$ cat config.mk
export PLATFORM = sky130hd
export DESIGN_NAME = mlp_sequencer
export DESIGN_NICKNAME = d
export VERILOG_FILES = /design/src/rtl/mlp_sequencer.sv
export SDC_FILE = /design/constraint.sdc
export NUM_CORES = 1
export LEC_CHECK = 0
export CORE_ASPECT_RATIO = 0.5
export CORE_MARGIN = 1
export CORE_UTILIZATION = 49
export DETAILED_ROUTE_END_ITERATION = 10
export PLACE_DENSITY = 0.76
export SETUP_SLACK_MARGIN = 0.4
export SLEW_MARGIN = 5
export SYNTH_ARGS = -nofsm -noshare
export SYNTH_HDL_FRONTEND = slang
export SYNTH_SLANG_ARGS = --single-unit
$ cat constraint.sdc
create_clock -name clk -period 25.1 [get_ports clk]
set_input_delay 5.02 -clock clk [delete_from_list [all_inputs] [get_ports clk]]
set_output_delay 5.02 -clock clk [all_outputs]
set_load 0.03 [all_outputs]
$ cat src/rtl/mlp_sequencer.sv
// Time-multiplexed controller for a 784-30-10 MLP: one shared signed MAC, internal hidden buffer, argmax.
// Define OL_SCORES_EN to expose the output-layer activations on the scores port.
module mlp_sequencer #(
  parameter int unsigned PIXELS     = 784,
  parameter int unsigned RESOLUTION = 8,
  parameter int unsigned HL_NEURONS = 30,
  parameter int unsigned OL_NEURONS = 10,
  parameter int unsigned ACC_W      = 24,
  parameter int unsigned FRAC       = 4
) (
  input  logic                         clk,
  input  logic                         reset,
  input  logic                         start,
  output logic                         busy,
  output logic                         done,
  output logic [3:0]                   digit,
  output logic [9:0]                   pixel_addr,
  input  logic signed [RESOLUTION-1:0] pixel_data,
  output logic [14:0]                  weight_addr,
  input  logic signed [RESOLUTION-1:0] weight_data,
  output logic [5:0]                   bias_addr,
  input  logic signed [RESOLUTION-1:0] bias_data,
  output logic signed [RESOLUTION-1:0] sig_z,
  input  logic signed [RESOLUTION-1:0] sig_a
`ifdef OL_SCORES_EN
  ,
  output logic [OL_NEURONS*RESOLUTION-1:0] scores
`endif
);

  localparam int unsigned PROD_W = 2 * RESOLUTION;
  localparam int unsigned SUM_W  = ACC_W - FRAC + 1;
  localparam int unsigned NW     = $clog2(HL_NEURONS);
  localparam int unsigned OW     = $clog2(OL_NEURONS);

  localparam logic [9:0]              I_HL_LAST    = 10'(PIXELS - 1);
  localparam logic [9:0]              I_OL_LAST    = 10'(HL_NEURONS - 1);
  localparam logic [NW-1:0]           N_HL_LAST    = NW'(HL_NEURONS - 1);
  localparam logic [NW-1:0]           N_OL_LAST    = NW'(OL_NEURONS - 1);
  localparam logic [5:0]              OL_BIAS_BASE = 6'(HL_NEURONS);
  localparam logic signed [SUM_W-1:0] Z_MAX        = SUM_W'((1 << (RESOLUTION - 1)) - 1);
  localparam logic signed [SUM_W-1:0] Z_MIN        = ~Z_MAX;

  typedef enum logic [2:0] {
    S_IDLE, S_HL_MAC, S_HL_DRAIN, S_HL_BIAS, S_OL_MAC, S_OL_DRAIN, S_OL_BIAS, S_DONE
  } state_e;

  state_e                  state_q, state_d;
  logic [NW-1:0]           n_q, n_d;
  logic [9:0]              i_q, i_d;
  logic signed [ACC_W-1:0] acc_q, acc_d;
  logic                    busy_q, busy_d;
  logic                    done_q, done_d;
  logic [3:0]              digit_q, digit_d;
  logic [9:0]              pix_q, pix_d;
  logic [14:0]             waddr_q, waddr_d;
  logic [5:0]              baddr_q, baddr_d;
  logic signed [RESOLUTION-1:0] sig_z_q, sig_z_d;
  logic signed [RESOLUTION-1:0] act_q, act_d;
  logic signed [RESOLUTION-1:0] max_q, max_d;
  logic [3:0]              arg_q, arg_d;
  logic signed [RESOLUTION-1:0] hbuf_q [HL_NEURONS];
  logic                    hbuf_we;
  logic                    score_we;

  logic signed [RESOLUTION-1:0] mac_a;
  logic signed [PROD_W-1:0]     prod;
  logic signed [ACC_W-1:0]      acc_mac;
  logic signed [SUM_W-1:0]      z_sum;
  logic signed [RESOLUTION-1:0] z_sat;

  // Datapath: operand select, MAC, shift + bias, saturation to the activation range.
  assign mac_a   = (state_q == S_OL_MAC || state_q == S_OL_DRAIN) ? act_q : pixel_data;
  assign prod    = mac_a * weight_data;
  assign acc_mac = acc_q + ACC_W'(prod);
  assign z_sum   = SUM_W'(acc_mac >>> FRAC) + SUM_W'(bias_data);
  assign z_sat   = (z_sum > Z_MAX) ? RESOLUTION'(Z_MAX) :
                   (z_sum < Z_MIN) ? RESOLUTION'(Z_MIN) : RESOLUTION'(z_sum);

  always_comb begin
    state_d  = state_q;
    n_d      = n_q;
    i_d      = i_q;
    acc_d    = acc_q;
    busy_d   = busy_q;
    done_d   = 1'b0;
    digit_d  = digit_q;
    pix_d    = pix_q;
    waddr_d  = waddr_q;
    baddr_d  = baddr_q;
    sig_z_d  = sig_z_q;
    act_d    = '0;
    max_d    = max_q;
    arg_d    = arg_q;
    hbuf_we  = 1'b0;
    score_we = 1'b0;
    case (state_q)
      S_IDLE: begin
        if (start) begin
          state_d = S_HL_MAC;
          n_d     = '0;
          i_d     = '0;
          acc_d   = '0;
          busy_d  = 1'b1;
          pix_d   = '0;
          waddr_d = '0;
          baddr_d = '0;
        end
      end
      S_HL_MAC: begin
        // Data for address i arrives one cycle later, so cycle i=0 has nothing to consume.
        if (i_q != '0) acc_d = acc_mac;
        if (i_q == I_HL_LAST) begin
          state_d = S_HL_DRAIN;
        end else begin
          i_d     = i_q + 10'd1;
          pix_d   = pix_q + 10'd1;
          waddr_d = waddr_q + 15'd1;
        end
      end
      S_HL_DRAIN: begin
        acc_d   = acc_mac;
        sig_z_d = z_sat;
        state_d = S_HL_BIAS;
      end
      S_HL_BIAS: begin
        hbuf_we = 1'b1;
        acc_d   = '0;
        i_d     = '0;
        pix_d   = '0;
        waddr_d = waddr_q + 15'd1;
        if (n_q == N_HL_LAST) begin
          state_d = S_OL_MAC;
          n_d     = '0;
          baddr_d = OL_BIAS_BASE;
        end else begin
          state_d = S_HL_MAC;
          n_d     = n_q + NW'(1);
          baddr_d = 6'(n_q) + 6'd1;
        end
      end
      S_OL_MAC: begin
        act_d = hbuf_q[i_q[NW-1:0]];
        if (i_q != '0) acc_d = acc_mac;
        if (i_q == I_OL_LAST) begin
          state_d = S_OL_DRAIN;
        end else begin
          i_d     = i_q + 10'd1;
          waddr_d = waddr_q + 15'd1;
        end
      end
      S_OL_DRAIN: begin
        acc_d   = acc_mac;
        sig_z_d = z_sat;
        state_d = S_OL_BIAS;
      end
      S_OL_BIAS: begin
        score_we = 1'b1;
        acc_d    = '0;
        i_d      = '0;
        // Strictly greater keeps the lowest index on ties.
        if (n_q == '0 || sig_a > max_q) begin
          max_d = sig_a;
          arg_d = 4'(n_q);
        end
        if (n_q == N_OL_LAST) begin
          state_d = S_DONE;
          done_d  = 1'b1;
          busy_d  = 1'b0;
          digit_d = arg_d;
          n_d     = '0;
          waddr_d = '0;
          baddr_d = '0;
        end else begin
          state_d = S_OL_MAC;
          n_d     = n_q + NW'(1);
          waddr_d = waddr_q + 15'd1;
          baddr_d = OL_BIAS_BASE + 6'(n_q) + 6'd1;
        end
      end
      S_DONE: begin
        state_d = S_IDLE;
      end
      default: begin
        state_d = S_IDLE;
      end
    endcase
  end

  always_ff @(posedge clk or negedge reset) begin
    if (!reset) begin
      state_q <= S_IDLE;
      n_q     <= '0;
      i_q     <= '0;
      acc_q   <= '0;
      busy_q  <= 1'b0;
      done_q  <= 1'b0;
      digit_q <= '0;
      pix_q   <= '0;
      waddr_q <= '0;
      baddr_q <= '0;
      sig_z_q <= '0;
      act_q   <= '0;
      max_q   <= '0;
      arg_q   <= '0;
    end else begin
      state_q <= state_d;
      n_q     <= n_d;
      i_q     <= i_d;
      acc_q   <= acc_d;
      busy_q  <= busy_d;
      done_q  <= done_d;
      digit_q <= digit_d;
      pix_q   <= pix_d;
      waddr_q <= waddr_d;
      baddr_q <= baddr_d;
      sig_z_q <= sig_z_d;
      act_q   <= act_d;
      max_q   <= max_d;
      arg_q   <= arg_d;
    end
  end

  // Hidden activation buffer.
  always_ff @(posedge clk or negedge reset) begin
    if (!reset) begin
      for (int k = 0; k < HL_NEURONS; k++) hbuf_q[k] <= '0;
    end else if (hbuf_we) begin
      hbuf_q[n_q] <= sig_a;
    end
  end

`ifdef OL_SCORES_EN
  logic signed [RESOLUTION-1:0] scores_q [OL_NEURONS];

  always_ff @(posedge clk or negedge reset) begin
    if (!reset) begin
      for (int k = 0; k < OL_NEURONS; k++) scores_q[k] <= '0;
    end else if (score_we) begin
      scores_q[n_q[OW-1:0]] <= sig_a;
    end
  end

  for (genvar k = 0; k < OL_NEURONS; k++) begin : g_scores
    assign scores[k*RESOLUTION +: RESOLUTION] = scores_q[k];
  end
`else
  logic unused_score_we;
  assign unused_score_we = score_we;
`endif

  assign busy        = busy_q;
  assign done        = done_q;
  assign digit       = digit_q;
  assign pixel_addr  = pix_q;
  assign weight_addr = waddr_q;
  assign bias_addr   = baddr_q;
  assign sig_z       = sig_z_q;

endmodule

### Word level (Yosys, flattened, before mapping)

Cells that the tools add are included.

* register bits: 347
* input bits: 35
* output and inout bits: 45
* word-level logic and storage cells: 149

* add/sub/neg operators: 9
* multipliers: 1
* $lt $le $gt $ge: 6
* equality and inequality tests: 18
* mux-type cells: 45
* bitwise gates (word level): 2
* reductions and logical operators: 24

Operators with widths (count)
* $bwmux W240: 1
* $pmux W24 S4: 1
* $pmux W15 S5: 1
* $mux W15: 4
* $mux W8: 7
* $mux W24: 2
* $bmux W8 S5: 1
* $demux W8 S5: 1
* $mux W10: 4
* $pmux W10 S4: 1
* $pmux W10 S3: 1
* $add A24 B16 Y24: 1
* $pmux W3 S8: 1
* $add A20 B8 Y21: 1
* $gt A21 B8 Y1 const B: 1
* $lt A21 B8 Y1 const B: 1
* $add A10 B1 Y10 const B: 2
* $mux W6: 3
* $pmux W6 S3: 1
* $mul A8 B8 Y16: 1
* $add A15 B1 Y15 const B: 1
* $mux W5: 3
* $pmux W5 S3: 1
* $eq A3 B3 Y1 const B: 4
* other kinds (34): 60

### Depth between registers and ports, before layout

Gate-level depths: netlist of run 1.

* word-level depth: 9
* depth in mapped cells: 35
* gate-level depth less buffers: 32

### Worst setup path before layout of run 1

No wires, ideal clock.

* path type: input port to flip-flop
* start: in pixel_data[7]
* end: reg sig_z_q[0] (netlist: sig_z[0])
* library setup time: 0.138 ns
* arrival: 12.451 ns
* required time: 24.962 ns
* slack: 12.511 ns
* stages: 28
* path buffers: 1
* cell sequence: mux2i_1 nor2b_1 inv_1 fa_1 inv_1 fa_1 fa_1 fa_1 fa_1 ha_1 o21ai_0 a21boi_0 o21a_1 a21oi_1 o21bai_1 a21oi_1 xnor2_1 ha_1 and4_4 and4_1 and3_1 or3_1 buf_2 a21oi_1 o31a_4 xnor2_2 o31ai_4 o22ai_1

* longest elaborated chain between the ends: 7
* elaborated cells on any way between the ends: 8

Ends and longest elaborated chain
* start: declaration: line 18 `input logic signed [RESOLUTION-1:0] pixel_data,`
* $mux W8 *: line 73 `assign mac_a = (state_q == S_OL_MAC || state_q == S_OL_DRAIN) ? act_q : pixel_data;`
* $mul A8 B8 Y16 *: line 74 `assign prod = mac_a * weight_data;`
* $add A24 B16 Y24 *: line 75 `assign acc_mac = acc_q + ACC_W'(prod);`
* $add A20 B8 Y21 *: line 76 `assign z_sum = SUM_W'(acc_mac >>> FRAC) + SUM_W'(bias_data);`
* $lt A21 B8 Y1: line 78 `(z_sum < Z_MIN) ? RESOLUTION'(Z_MIN) : RESOLUTION'(z_sum);`
* $mux W8: line 78
* $mux W8 *: line 77 `assign z_sat = (z_sum > Z_MAX) ? RESOLUTION'(Z_MAX) :`
* end signal: assignment: line 217 `sig_z_q <= sig_z_d;`
* end: declaration: line 58 `logic signed [RESOLUTION-1:0] sig_z_q, sig_z_d;`

Every way passes the cells marked *; elsewhere a longest branch is shown, timed or not.
A chain may end at the register's enable or synchronous reset.

### Worst setup path after layout of run 1

* start: in pixel_data[7]
* end: reg sig_z_q[4] (netlist: sig_z[4])

Same word-level chain as after synthesis.

==> results of run 1 <==
-- sequential cells by signal, summed over array words and instances, names as in the netlist --
signal / flops
state_q: 3
sig_z: 8
max_q: 8
done: 1
arg_q: 4
hbuf_q: 240
i_q: 10
pixel_addr: 10
act_q: 8
acc_q: 24
weight_addr: 15
n_q: 5
digit: 4
bias_addr: 5
busy: 1
-- area by class of cell --
class | count | share of cell area (%)
inverter | 136 | 2.122
tap | 577 | 3.000
timing repair buffer | 98 | 3.900
multi-input combinational | 1291 | 49.71
sequential | 346 | 36.00
clock buffer | 48 | 4.176
clock inverter | 15 | 1.087
-- cell families (layout without fill, tap and decap cells) --
logic type | after synthesis | after routing | synth area share [%]
AO/OA/AOI/OAI | 281 | 281 | 8.948
XOR/XNOR | 50 | 50 | 2.075
multiplexers | 328 | 328 | 19.62
buffers and inverters | 217 | 297 | 4.005
flip-flops | 346 | 346 | 40.34
AND/OR/NAND/NOR | 434 | 434 | 9.805
adder cells (fa/ha/maj) | 198 | 198 | 15.21
-- per-layer routing --
| metal | track usage (%) | wire length (um) | share of wire (%) |
|---|---|---|---|
| met1 | 29.83 | 20680 | 42 |
| met2 | 39.07 | 24850 | 51 |
| met5 | 0 | 0 | 0 |
| met3 | 3.717 | 2610 | 5.3 |
| met4 | 5.538 | 1044 | 2.1 |
-- worst max-delay path, cell delays in order --
cell	delay, ps
sky130_fd_sc_hd__clkdlybuf4s50_1	460
sky130_fd_sc_hd__mux2i_1	220
sky130_fd_sc_hd__nor2b_2	920
sky130_fd_sc_hd__inv_1	150
sky130_fd_sc_hd__fa_1	540
sky130_fd_sc_hd__inv_1	60
sky130_fd_sc_hd__fa_1	510
sky130_fd_sc_hd__fa_1	440
sky130_fd_sc_hd__fa_1	570
sky130_fd_sc_hd__fa_1	430
sky130_fd_sc_hd__ha_1	340
sky130_fd_sc_hd__o21ai_0	120
sky130_fd_sc_hd__a21boi_0	420
sky130_fd_sc_hd__o21a_1	200
sky130_fd_sc_hd__a21oi_1	90
sky130_fd_sc_hd__o21bai_1	140
sky130_fd_sc_hd__a21oi_1	100
sky130_fd_sc_hd__xnor2_1	200
sky130_fd_sc_hd__ha_1	310
sky130_fd_sc_hd__and4_4	230
sky130_fd_sc_hd__and4_1	190
sky130_fd_sc_hd__and3_1	190
sky130_fd_sc_hd__or3_1	430
sky130_fd_sc_hd__mux2i_1	160
sky130_fd_sc_hd__a21oi_1	140
sky130_fd_sc_hd__nand4_1	190
sky130_fd_sc_hd__o31ai_4	370
sky130_fd_sc_hd__o22ai_1	160
-- worst min path at each step --
stage | from | cells after the start | to | slack [ps]
3_3_place_gp | hbuf_q[144] | 2 | hbuf_q[144] | 460
3_5_place_dp | hbuf_q[176] | 2 | hbuf_q[176] | 470
5_1_grt | hbuf_q[208] | 2 | hbuf_q[208] | 500
2_1_floorplan | hbuf_q[152] | 2 | hbuf_q[152] | 440
4_1_cts | hbuf_q[168] | 2 | hbuf_q[168] | 480
6_report | hbuf_q[96] | 2 | hbuf_q[96] | 480
-- cell usage after synthesis, drive strengths merged (10+ instances only) --
cell type  number  share of area (%)
inv           134                2.3
nand3          40               0.93
ha             93                5.4
fa            105                9.8
a22o           25                1.0
mux2i          37                1.7
buf            16               0.35
dfrtp         346                 40
xnor2          31                1.3
nand4          10               0.29
mux4           50                5.2
nand2         121                2.1
nor2          110                1.9
nand2b         12               0.35
and2           30               0.87
mux2          241                 13
a21oi          55                1.3
and3           17               0.51
a31oi          13               0.45
o21a           11               0.39
clkbuf         65                1.3
o22ai          19               0.55
o21ai          77                1.8
nor3           35               0.86
xor2           19               0.78
nor2b          22               0.68
-- through the flow --
| step | cells | util (%) | setup WS (ps) |
|---|---|---|---|
| 6_report | 2511 | 56.52 | 12180 |
| 3_3_place_gp | 2448 | 53.54 | 11880 |
| 3_5_place_dp | 2448 | 53.54 | 11680 |
| 4_1_cts | 2511 | 56.52 | 12220 |
| 5_1_grt | 2511 | 56.52 | 11510 |
| 2_1_floorplan | 1854 | - | 12510 |
-- cells in the final DEF (no fill, tap or decap), types with 12 or more instances in the layout --
master / synthesis / layout
sky130_fd_sc_hd__a21oi_1: 54 / 53
sky130_fd_sc_hd__a22o_1: 25 / 25
sky130_fd_sc_hd__a31oi_1: 12 / 12
sky130_fd_sc_hd__and2_1: 30 / 30
sky130_fd_sc_hd__and3_1: 15 / 15
sky130_fd_sc_hd__buf_4: 1 / 19
sky130_fd_sc_hd__clkbuf_16: 0 / 35
sky130_fd_sc_hd__clkdlybuf4s50_1: 0 / 78
sky130_fd_sc_hd__dfrtp_1: 346 / 344
sky130_fd_sc_hd__fa_1: 105 / 105
sky130_fd_sc_hd__ha_1: 93 / 93
sky130_fd_sc_hd__inv_1: 133 / 133
sky130_fd_sc_hd__mux2_2: 241 / 241
sky130_fd_sc_hd__mux2i_1: 37 / 37
sky130_fd_sc_hd__mux4_2: 50 / 50
sky130_fd_sc_hd__nand2_1: 121 / 121
sky130_fd_sc_hd__nand2b_1: 12 / 12
sky130_fd_sc_hd__nand3_1: 40 / 40
sky130_fd_sc_hd__nor2_1: 110 / 110
sky130_fd_sc_hd__nor2b_1: 21 / 19
sky130_fd_sc_hd__nor3_1: 33 / 33
sky130_fd_sc_hd__o21ai_0: 75 / 75
sky130_fd_sc_hd__o22ai_1: 19 / 18
sky130_fd_sc_hd__xnor2_1: 30 / 30
sky130_fd_sc_hd__xor2_1: 19 / 19
==> impl_summary.md, run 1 <==
Outcome
The run finished with clean final reports.

Layout
Across the whole layout, storage elements account for 8663 um2. In the final layout, the multi-input gates occupy 11960 um2. The layout cell share with drive strength beyond 1 is 21.04%. Compared with the post-synthesis result, the final layout area differs by 12.10%. Summing all non-filler instances in the final layout gives an area of 24060 um2. The count of inserted antenna diode cells is 0. After filler insertion, the fill cell instance count of the layout stands at 3421.

The final layout contains 2141 nets.

Drt
The residual DRC count is 0. Summing over every cut layer, the via total after detailed routing is 14610. The number of nets with antenna violations after routing is 0. The starting DRC count in detailed routing is 1132. The first TritonRoute pass finished after 7 iterations.

In the routed layout, each cell is associated on average with a via count of 5.817. Dividing the detail-routed wire length by the instance count gives 19.59 um. Summed over all layers, the routed wires come to 49190 um.

Setup path
STA puts the critical path data arrival time at 13310 ps. The startpoint identified for the worst register-to-register timing path is state_q[2]. The critical path is of the input port to flop type. The largest fanout of any net on the critical path is 17. STA classifies the critical path startpoint as an input port. The worst setup path endpoint is sig_z[4]. The worst register-to-register path ends at sig_z[4]. The startpoint of the most critical setup path is pixel_data[7].

STA puts the critical path data required time at 25490 ps. STA classifies the critical path endpoint as a flop. For flop-to-flop paths, the worst setup slack is 15830 ps. The number of cells on the worst reg-to-reg path is 29.

Clock network
The CTS clock-pin slew for the worst setup and hold paths is 60 ps. The CTS tree is built. The deepest clock path buffer count is 3. The hold-fix buffer count after cts is 0.

The clock reaches the later pin of the worst-skew pair after 530 ps. The number of levels the H-tree was split into is 2. The number of clock buffers added by TritonCTS is 35.

The post-cts repair resize count is 0. The sink count of the clock tree is 346. The count of buffers added by post-CTS timing repair for setup is 0. CTS placed an instance of sky130_fd_sc_hd__clkbuf_16 at the clock tree root.

Die
The number of placement rows is 53. Once the floorplan was initialized, standard cells occupied 50.42% of the core. The floorplan step defined a die boundary enclosing 44700 um2. The overall die height is 150.0 um.

The x dimension of the die is 298.0 um. The number of ports placed on the die boundary is 80. The floorplan step defined a core boundary enclosing 42570 um2.

Yosys
The synthesized design contains 0 enable-type register cells. Summing every instance area after synthesis gives 21460 um2. The flip-flop and latch count after synthesis is 346.

For this run, asynchronously set or reset flops after synthesis account for 100.0%. For this run, the number of Yosys warnings is 0. The post-synth net total is 2087. The sequential fraction of the synthesis area is 40.34%. The number of distinct library cell variants in the gate-level netlist after synthesis is 80. For this run, the leading register cell type out of synthesis is sky130_fd_sc_hd__dfrtp_1. The synthesized area divided by synthesized cell count is 11.58 um2. After technology mapping, the gate count stands at 1854.

Timing
The final count of pins violating max slew was 0. In the final timing run, aggregate negative setup slack is 0 ps. The pin slew with the least headroom to its limit is 1252 ps. The clock period could shrink to 12920 ps. The final hold violation count came to 0. The ratio of final minimum period to clock period is 51.46%. Setup violations remaining at the end of the flow were counted as 0. The clock skew after layout is 10.91 ps.

In this run the tightest slew margin relative to its limit is 16.51%. The minimum hold slack is 479.8 ps. The highest clock rate is 77.43 MHz.

Setup repair after global routing left no endpoint under its margin.

Flow run
Across the run, the number of max-cap violations was 0.

Global route
The via count of the first global-routing pass is 14940. Across every metal layer, demand over resource in global routing totals 22.59%. The initial antenna violation count is 0. After global routing the overflow that remains totals 0. The first global-routing pass estimated 80450 um of wire.

The largest net degree at the start of global routing is 127.

Placed design
The half-perimeter wire length after placement is 34150 um. The post-place instance area is 22800 um2. Routability-driven placement finished with a final weighted congestion of 0.8814. In this run the tool buffered the top-level ports with 79 buffer cells.

Hold path
The worst hold path belongs to the class flop to flop.
Power of run 1 is not shown: default switching activity piles up to over one toggle a cycle in this logic, so the estimate is an artifact.
==> run 2, diff against run 1 <==
- clock period: 25.1 -> 12.21 ns (I/O delays scaled with it)
==> impl_summary.md, run 2 (synthesis results as in run 1) <==
Outcome
The flow ran to the end, and the final reports show no timing, DRC or antenna violations.

Placed design
The placed instance count is 2446 (-0.082%). The routability congestion estimate from global placement is 0.8984 (+1.9%). The half-perimeter wire length after placement is 34240 um (+0.28%). The count of input and output buffers is 79 (unchanged).

Setup path
The number of stages on the worst setup path is 28 (unchanged). The worst setup path endpoint is sig_z[2]. The number of cells traversed by the worst register-to-register path is 29 (unchanged). The startpoint of the lowest-slack register-to-register path is state_q[2]. The cell with the most instances on the worst path is sky130_fd_sc_hd__fa_1. The data required time of the critical path was 12600 ps (-12890 ps). The worst setup path is captured at a flop.

The number of buffer and inverter stages on the critical path was 3 (unchanged). Among cell families on the critical path, the largest total delay comes from adder cells. The data arrival time of the worst path was 10710 ps (-2600 ps).

The slowest library cell on the worst path is sky130_fd_sc_hd__nor2b_2. In this run the worst setup path begins at pixel_data[7]. The type of the worst setup path is input port to flop.

The minimum setup slack among reg-to-reg paths is 3020 ps (-12810 ps). STA classifies the critical path startpoint as an input port. The largest fanout of any net on the critical path was 17 (unchanged). The highest cell delay on the worst timing path is 880 ps (-40 ps).

The end of the worst register-to-register path is sig_z[2].

Die
The x dimension of the die came to 298.0 um (unchanged). The core box area is 42570 um2 (unchanged). The overall die height came to 150.0 um (unchanged). The number of placement rows came to 53 (unchanged). The total die area is 44700 um2 (unchanged). The effective utilization at floorplan is 50.42% (unchanged).

The number of ports placed on the die boundary came to 80 (unchanged).

Global route
The via count of the first global-routing pass is 15010 (+0.44%). The global-route wire length before repair is 80160 um (-0.37%). The total global routing track utilization is 22.56% (-0.027 points). The aggregate global routing overflow is 0 (unchanged). The largest net degree at the start of global routing is 127 (unchanged).

The initial antenna violation count is 0 (unchanged).

Clock network
The number of levels the H-tree was split into is 2 (unchanged). The hold-fix buffer count after cts was 0 (unchanged). The count of buffers added by post-CTS timing repair for setup is 0 (unchanged).

The later-pin clock latency in the skew report is 540 ps (about the same). The sink count of the clock tree is 346 (unchanged). The CTS root buffer is sky130_fd_sc_hd__clkbuf_16. The CTS clock-pin slew for the worst setup and hold paths is 60 ps (about the same). TritonCTS built the clock tree.

The deepest clock path buffer count is 3 (unchanged). The clock buffer count from CTS is 34 (-2.9%). The post-cts repair resize count was 0 (unchanged).

Layout
The number of standard cells in the final layout excluding fillers is 2504 (-0.28%). The count of filler cells inserted in the layout is 3501 (+2.3%). The flip-flop count of the largest register after layout came to 240 (unchanged). The library cell used most frequently in the layout, excluding fill and tap cells, is sky130_fd_sc_hd__dfrtp_1. The register name with the most flops is hbuf_q. The footprint of the multi-input gates is 11960 um2 (unchanged).

The library cells used most frequently in the layout, excluding fill and tap cells, are sky130_fd_sc_hd__dfrtp_1 (344), sky130_fd_sc_hd__mux2_2 (241), sky130_fd_sc_hd__inv_1 (133). The count of inserted antenna diode cells is 0 (unchanged). The layout cell share with drive strength beyond 1 is 20.86% (-0.18 points). The sequential cell area in the final layout is 8663 um2 (unchanged). The total number of nets in the final design is 2138 (-0.14%). From synthesis to final layout, the design area changed by 11.36%.

Drt
The total via count after detailed routing was 14460 (-1.0%). The average via count per standard cell is 5.774 (-0.75%). The residual DRC count is 0 (unchanged). The starting DRC count in detailed routing came to 1011 (-11%).

The number of nets with antenna violations after routing came to 0 (unchanged). The iteration count of the initial detailed-routing pass came to 5 (-2). The routed wire length came to 48950 um (-0.49%). The detail-routed net length per standard cell is 19.55 um (-0.21%).

Timing
The highest clock rate is 96.92 MHz. The worst path uses 84.51% of the clock period. The number of setup violations in the final report is 0 (unchanged). The final hold violation count is 0 (unchanged).

The post-layout minimum cycle time is 10320 ps. The final total negative setup slack is 0 ps (unchanged). The worst slew margin relative to its limit came to 14.65% (-1.9 points). Setup repair after global routing left no endpoint under its margin. The pin slew with the least headroom to its limit is 1280 ps (+27.79 ps).

The final count of pins violating max slew is 0 (unchanged). The clock skew after layout is 20.16 ps (+9.251 ps).

Hold path
In this run the worst hold path is classified as flop to flop. The startpoint of the most critical hold path is hbuf_q[208].

Flow run
The reported max-cap violation count is 0 (unchanged).
-- run 2: cell count changes in the layout (fill, tap and decap cells not counted), sizes merged --
cell,change
inv,-1
bufinv,-4
clkinv,+4
buf,-2
clkbuf,-4
-- run 2: how the worst min path moves through the flow --
stage	depth (start not counted)	slack (ps)	endpoint
final	2	480	hbuf_q[208]
after global routing	2	510	hbuf_q[232]
after CTS	2	490	hbuf_q[208]
after detailed placement	2	470	hbuf_q[208]
after global placement	2	460	hbuf_q[160]
after floorplan	2	440	hbuf_q[152]
-- run 2: cell type report --
cell class,instances,share of cell area (%)
inverter,136,2.136
timing repair buffer,96,3.863
tap,577,3.020
clock buffer,44,4.010
multi-input combinational,1291,50.04
clock inverter,14,0.6805
sequential,346,36.25
-- run 2: worst reg2reg max path, delay by kind of cell (launching register included) --
family | cells | cell delay [ps]
adders and majority gates | 7 | 3130
muxes | 1 | 260
buffers and inverters | 3 | 410
xor gates and xnor gates | 2 | 310
DFF | 1 | 800
and+or+nand+nor | 6 | 2140
AOI/OAI and AO/OA | 10 | 2000
-- run 2: layer usage --
layer	share of wire, %	GRT usage (%)	routed length [um]
met2	51	39.10	24730
met5	0	0	0
met4	2.6	6.949	1266
met1	42	29.02	20660
met3	4.7	3.992	2286
-- run 2: stage by stage --
step / hold WS, ps / setup slack [ps] / area (um2) / utilization [%]
5_1_grt: 510.2 / 1284 / 23900 / 56.14
2_1_floorplan: 444.6 / 2199 / 21460 / -
4_1_cts: 485.6 / 1901 / 23900 / 56.14
3_3_place_gp: 457.8 / 1528 / 22780 / 53.51
6_report: 480.9 / 1892 / 23900 / 56.14
3_5_place_dp: 472.4 / 1410 / 22780 / 53.51
Power of run 2 is left out for the same reason.
==> run 3, diff against run 2 <==
- PLACE_DENSITY: 0.76 -> 0.79
- clock period: 12.21 -> 9 ns (I/O delays scaled with it)
==> impl_summary.md, run 3 (synthesis results as in run 1) <==
Setup path
The data required time of the critical path was 9400 ps (-3200 ps). The largest fanout of any net on the critical path is 6 (-11). The data arrival time of the worst path is 8800 ps (-1910 ps). The sort of element at the end of the critical path is a flop. The type of the worst setup path is input port to flop. The type of origin of the critical path is an input port.

Timing
The final hold violation count is 0 (unchanged). The clock skew after layout is 22.33 ps (+2.168 ps). Counting I/O delays and the setup requirement, the final critical path takes 8400 ps. The worst setup slack after layout is 600.4 ps (-1291 ps). The worst slew margin relative to its limit is 27.21% (+13 points).

The ratio of final minimum period to clock period is 93.33%. The number of setup violations in the final report was 0 (unchanged). The final count of pins violating max slew is 0 (unchanged).

Setup repair after global routing left no endpoint under its margin. The pin slew with the least headroom to its limit is 1092 ps (-188.3 ps). Timing would allow up to 119.1 MHz.

Layout
Counting flops per register, the top entry is hbuf_q. The layout overhead on the synthesized area is 15.10%. The footprint of the multi-input gates is 12250 um2 (+2.4%). The flip-flop count of the largest register after layout was 240 (unchanged). The sequential cell area in the final layout is 8663 um2 (unchanged). The layout cell share with drive strength beyond 1 is 26.10% (+5.2 points). The top cell types in the final layout, fill and taps aside, are sky130_fd_sc_hd__dfrtp_1 (344), sky130_fd_sc_hd__mux2_2 (238), sky130_fd_sc_hd__inv_1 (130). The count of inserted antenna diode cells is 0 (unchanged). The total number of nets in the final design is 2213 (+3.5%).

The count of filler cells inserted in the layout was 3383 (-3.4%). The library cell used most frequently in the layout, excluding fill and tap cells, is sky130_fd_sc_hd__dfrtp_1.

Placed design
The routability congestion estimate from global placement is 0.8640 (-3.8%). The half-perimeter wire length after placement is 35000 um (+2.2%). The count of input and output buffers is 79 (unchanged). The post-placement setup slack is -137.9 ps (-1548 ps).

Global route
The total global routing track utilization was 23.10% (+0.54 points). The initial antenna violation count came to 0 (unchanged). The via count of the first global-routing pass came to 15420 (+2.8%). The global-route wire length before repair came to 82220 um (+2.6%). The aggregate global routing overflow was 0 (unchanged). The largest net degree at the start of global routing is 133 (+4.7%).

Drt
The met3 layer wire length in the routed design came to 2438 um (+6.6%). The residual DRC count was 0 (unchanged). The number of nets with antenna violations after routing was 0 (unchanged).

The iteration count of the initial detailed-routing pass is 5 (unchanged). The met2 wire length is 25680 um (+3.8%). The detail-routed net length per standard cell is 19.68 um (+0.68%). The routed wire length is 50720 um (+3.6%).

The average via count per standard cell is 5.783 (+0.16%). The total via count after detailed routing is 14900 (+3.1%). The routed length on met1 is 21020 um (+1.7%). The starting DRC count in detailed routing is 967 (-4.4%). The top routing layer in use is met4.

Die
The core box area is 42570 um2 (unchanged). The number of ports placed on the die boundary came to 80 (unchanged). The effective utilization at floorplan came to 50.42% (unchanged). The x dimension of the die is 298.0 um (unchanged). The total die area is 44700 um2 (unchanged). The overall die height is 150.0 um (unchanged). The number of placement rows came to 53 (unchanged).

Clock network
The sink count of the clock tree is 346 (unchanged). The hold-fix buffer count after cts was 0 (unchanged). The deepest clock path buffer count came to 3 (unchanged). The later-pin clock latency in the skew report came to 550 ps (about the same). The number of levels the H-tree was split into is 2 (unchanged). The CTS clock-pin slew for the worst setup and hold paths is 60 ps (about the same). The clock buffer count from CTS is 34 (unchanged).

The CTS tree is built. The cell sitting at the root of the clock tree is a sky130_fd_sc_hd__clkbuf_16.

Hold path
The path category of the worst min-delay check is flop to flop.

Outcome
The run finished with clean final reports.

Flow run
The reported max-cap violation count was 0 (unchanged).
[run 3: changes by cell type in the layout (fill, tap and decap cells not counted), sizes merged]
cell / before / now
buf: 18 / 93
inv: 136 / 135
bufinv: 2 / 1
clkbuf: 44 / 46
clkinv: 11 / 8
clkinvlp: 1 / 2
[run 3: cell type report]
type	instances	area share, %
well taps	577	2.922
inverters	136	2.066
flip-flops and latches	346	35.07
clock inverters	10	0.4457
repair buffers	171	6.077
multi-input cells	1291	49.59
clock buffers	46	3.829
[run 3: final timing paths]
path	startpoint	to	slack [ps]	cells past startpoint
max	pixel_data[1]	sig_z[1]	600	27
min	hbuf_q[176]	hbuf_q[176]	490	2
max reg2reg	state_q[1]	sig_z[1]	1210	28
min reg2reg	hbuf_q[176]	hbuf_q[176]	490	2
max in group asynchronous	reset	pixel_addr[9]	5880	2
min in group asynchronous	reset	hbuf_q[229]	1360	1
[run 3: what timing repair did]
item	4_1_cts	5_1_grt
pin swaps	1	50
resized for setup	1	67
endpoints found under the setup margin	6	7
buffers inserted	0	12
[run 3: critical path: stages]
cell and delay (ps):
sky130_fd_sc_hd__clkdlybuf4s50_1 400, sky130_fd_sc_hd__mux2_2 290, sky130_fd_sc_hd__buf_4 170, sky130_fd_sc_hd__nor2_1 150, sky130_fd_sc_hd__fa_1 440, sky130_fd_sc_hd__fa_1 530, sky130_fd_sc_hd__fa_1 520, sky130_fd_sc_hd__fa_1 500
sky130_fd_sc_hd__ha_1 320, sky130_fd_sc_hd__ha_2 290, sky130_fd_sc_hd__buf_4 140, sky130_fd_sc_hd__a21boi_2 150, sky130_fd_sc_hd__buf_4 140, sky130_fd_sc_hd__o211ai_1 310, sky130_fd_sc_hd__buf_4 180, sky130_fd_sc_hd__a31oi_2 100
sky130_fd_sc_hd__nor2b_1 240, sky130_fd_sc_hd__ha_2 330, sky130_fd_sc_hd__buf_4 160, sky130_fd_sc_hd__and4_1 180, sky130_fd_sc_hd__or3_4 410, sky130_fd_sc_hd__mux2i_2 180, sky130_fd_sc_hd__a21oi_1 150, sky130_fd_sc_hd__nand4_1 170
sky130_fd_sc_hd__o31ai_4 300, sky130_fd_sc_hd__buf_6 160, sky130_fd_sc_hd__o22ai_1 80
[run 3: per-layer routing]
layer	vias to the layer above	track usage [%]
li1	6799	-
met1	7599	29.28
met2	378	40.05
met3	126	4.152
met4	0	8.179
met5	-	0
[run 3: through the flow]
stage | utilization (%) | setup TNS [ps] | hold slack [ps] | area, um2 | std cells
floorplan | - | 0 | 444.6 | 21490 | 1854
global placement | 54.66 | -44.18 | 458.2 | 23270 | 2509
detailed placement | 54.66 | -892.0 | 469.4 | 23270 | 2509
CTS | 57.15 | 0 | 483.7 | 24330 | 2565
global route | 58.03 | 0 | 516.3 | 24700 | 2577
finish | 58.03 | 0 | 487.2 | 24700 | 2577
Power of run 3 is left out for the same reason.
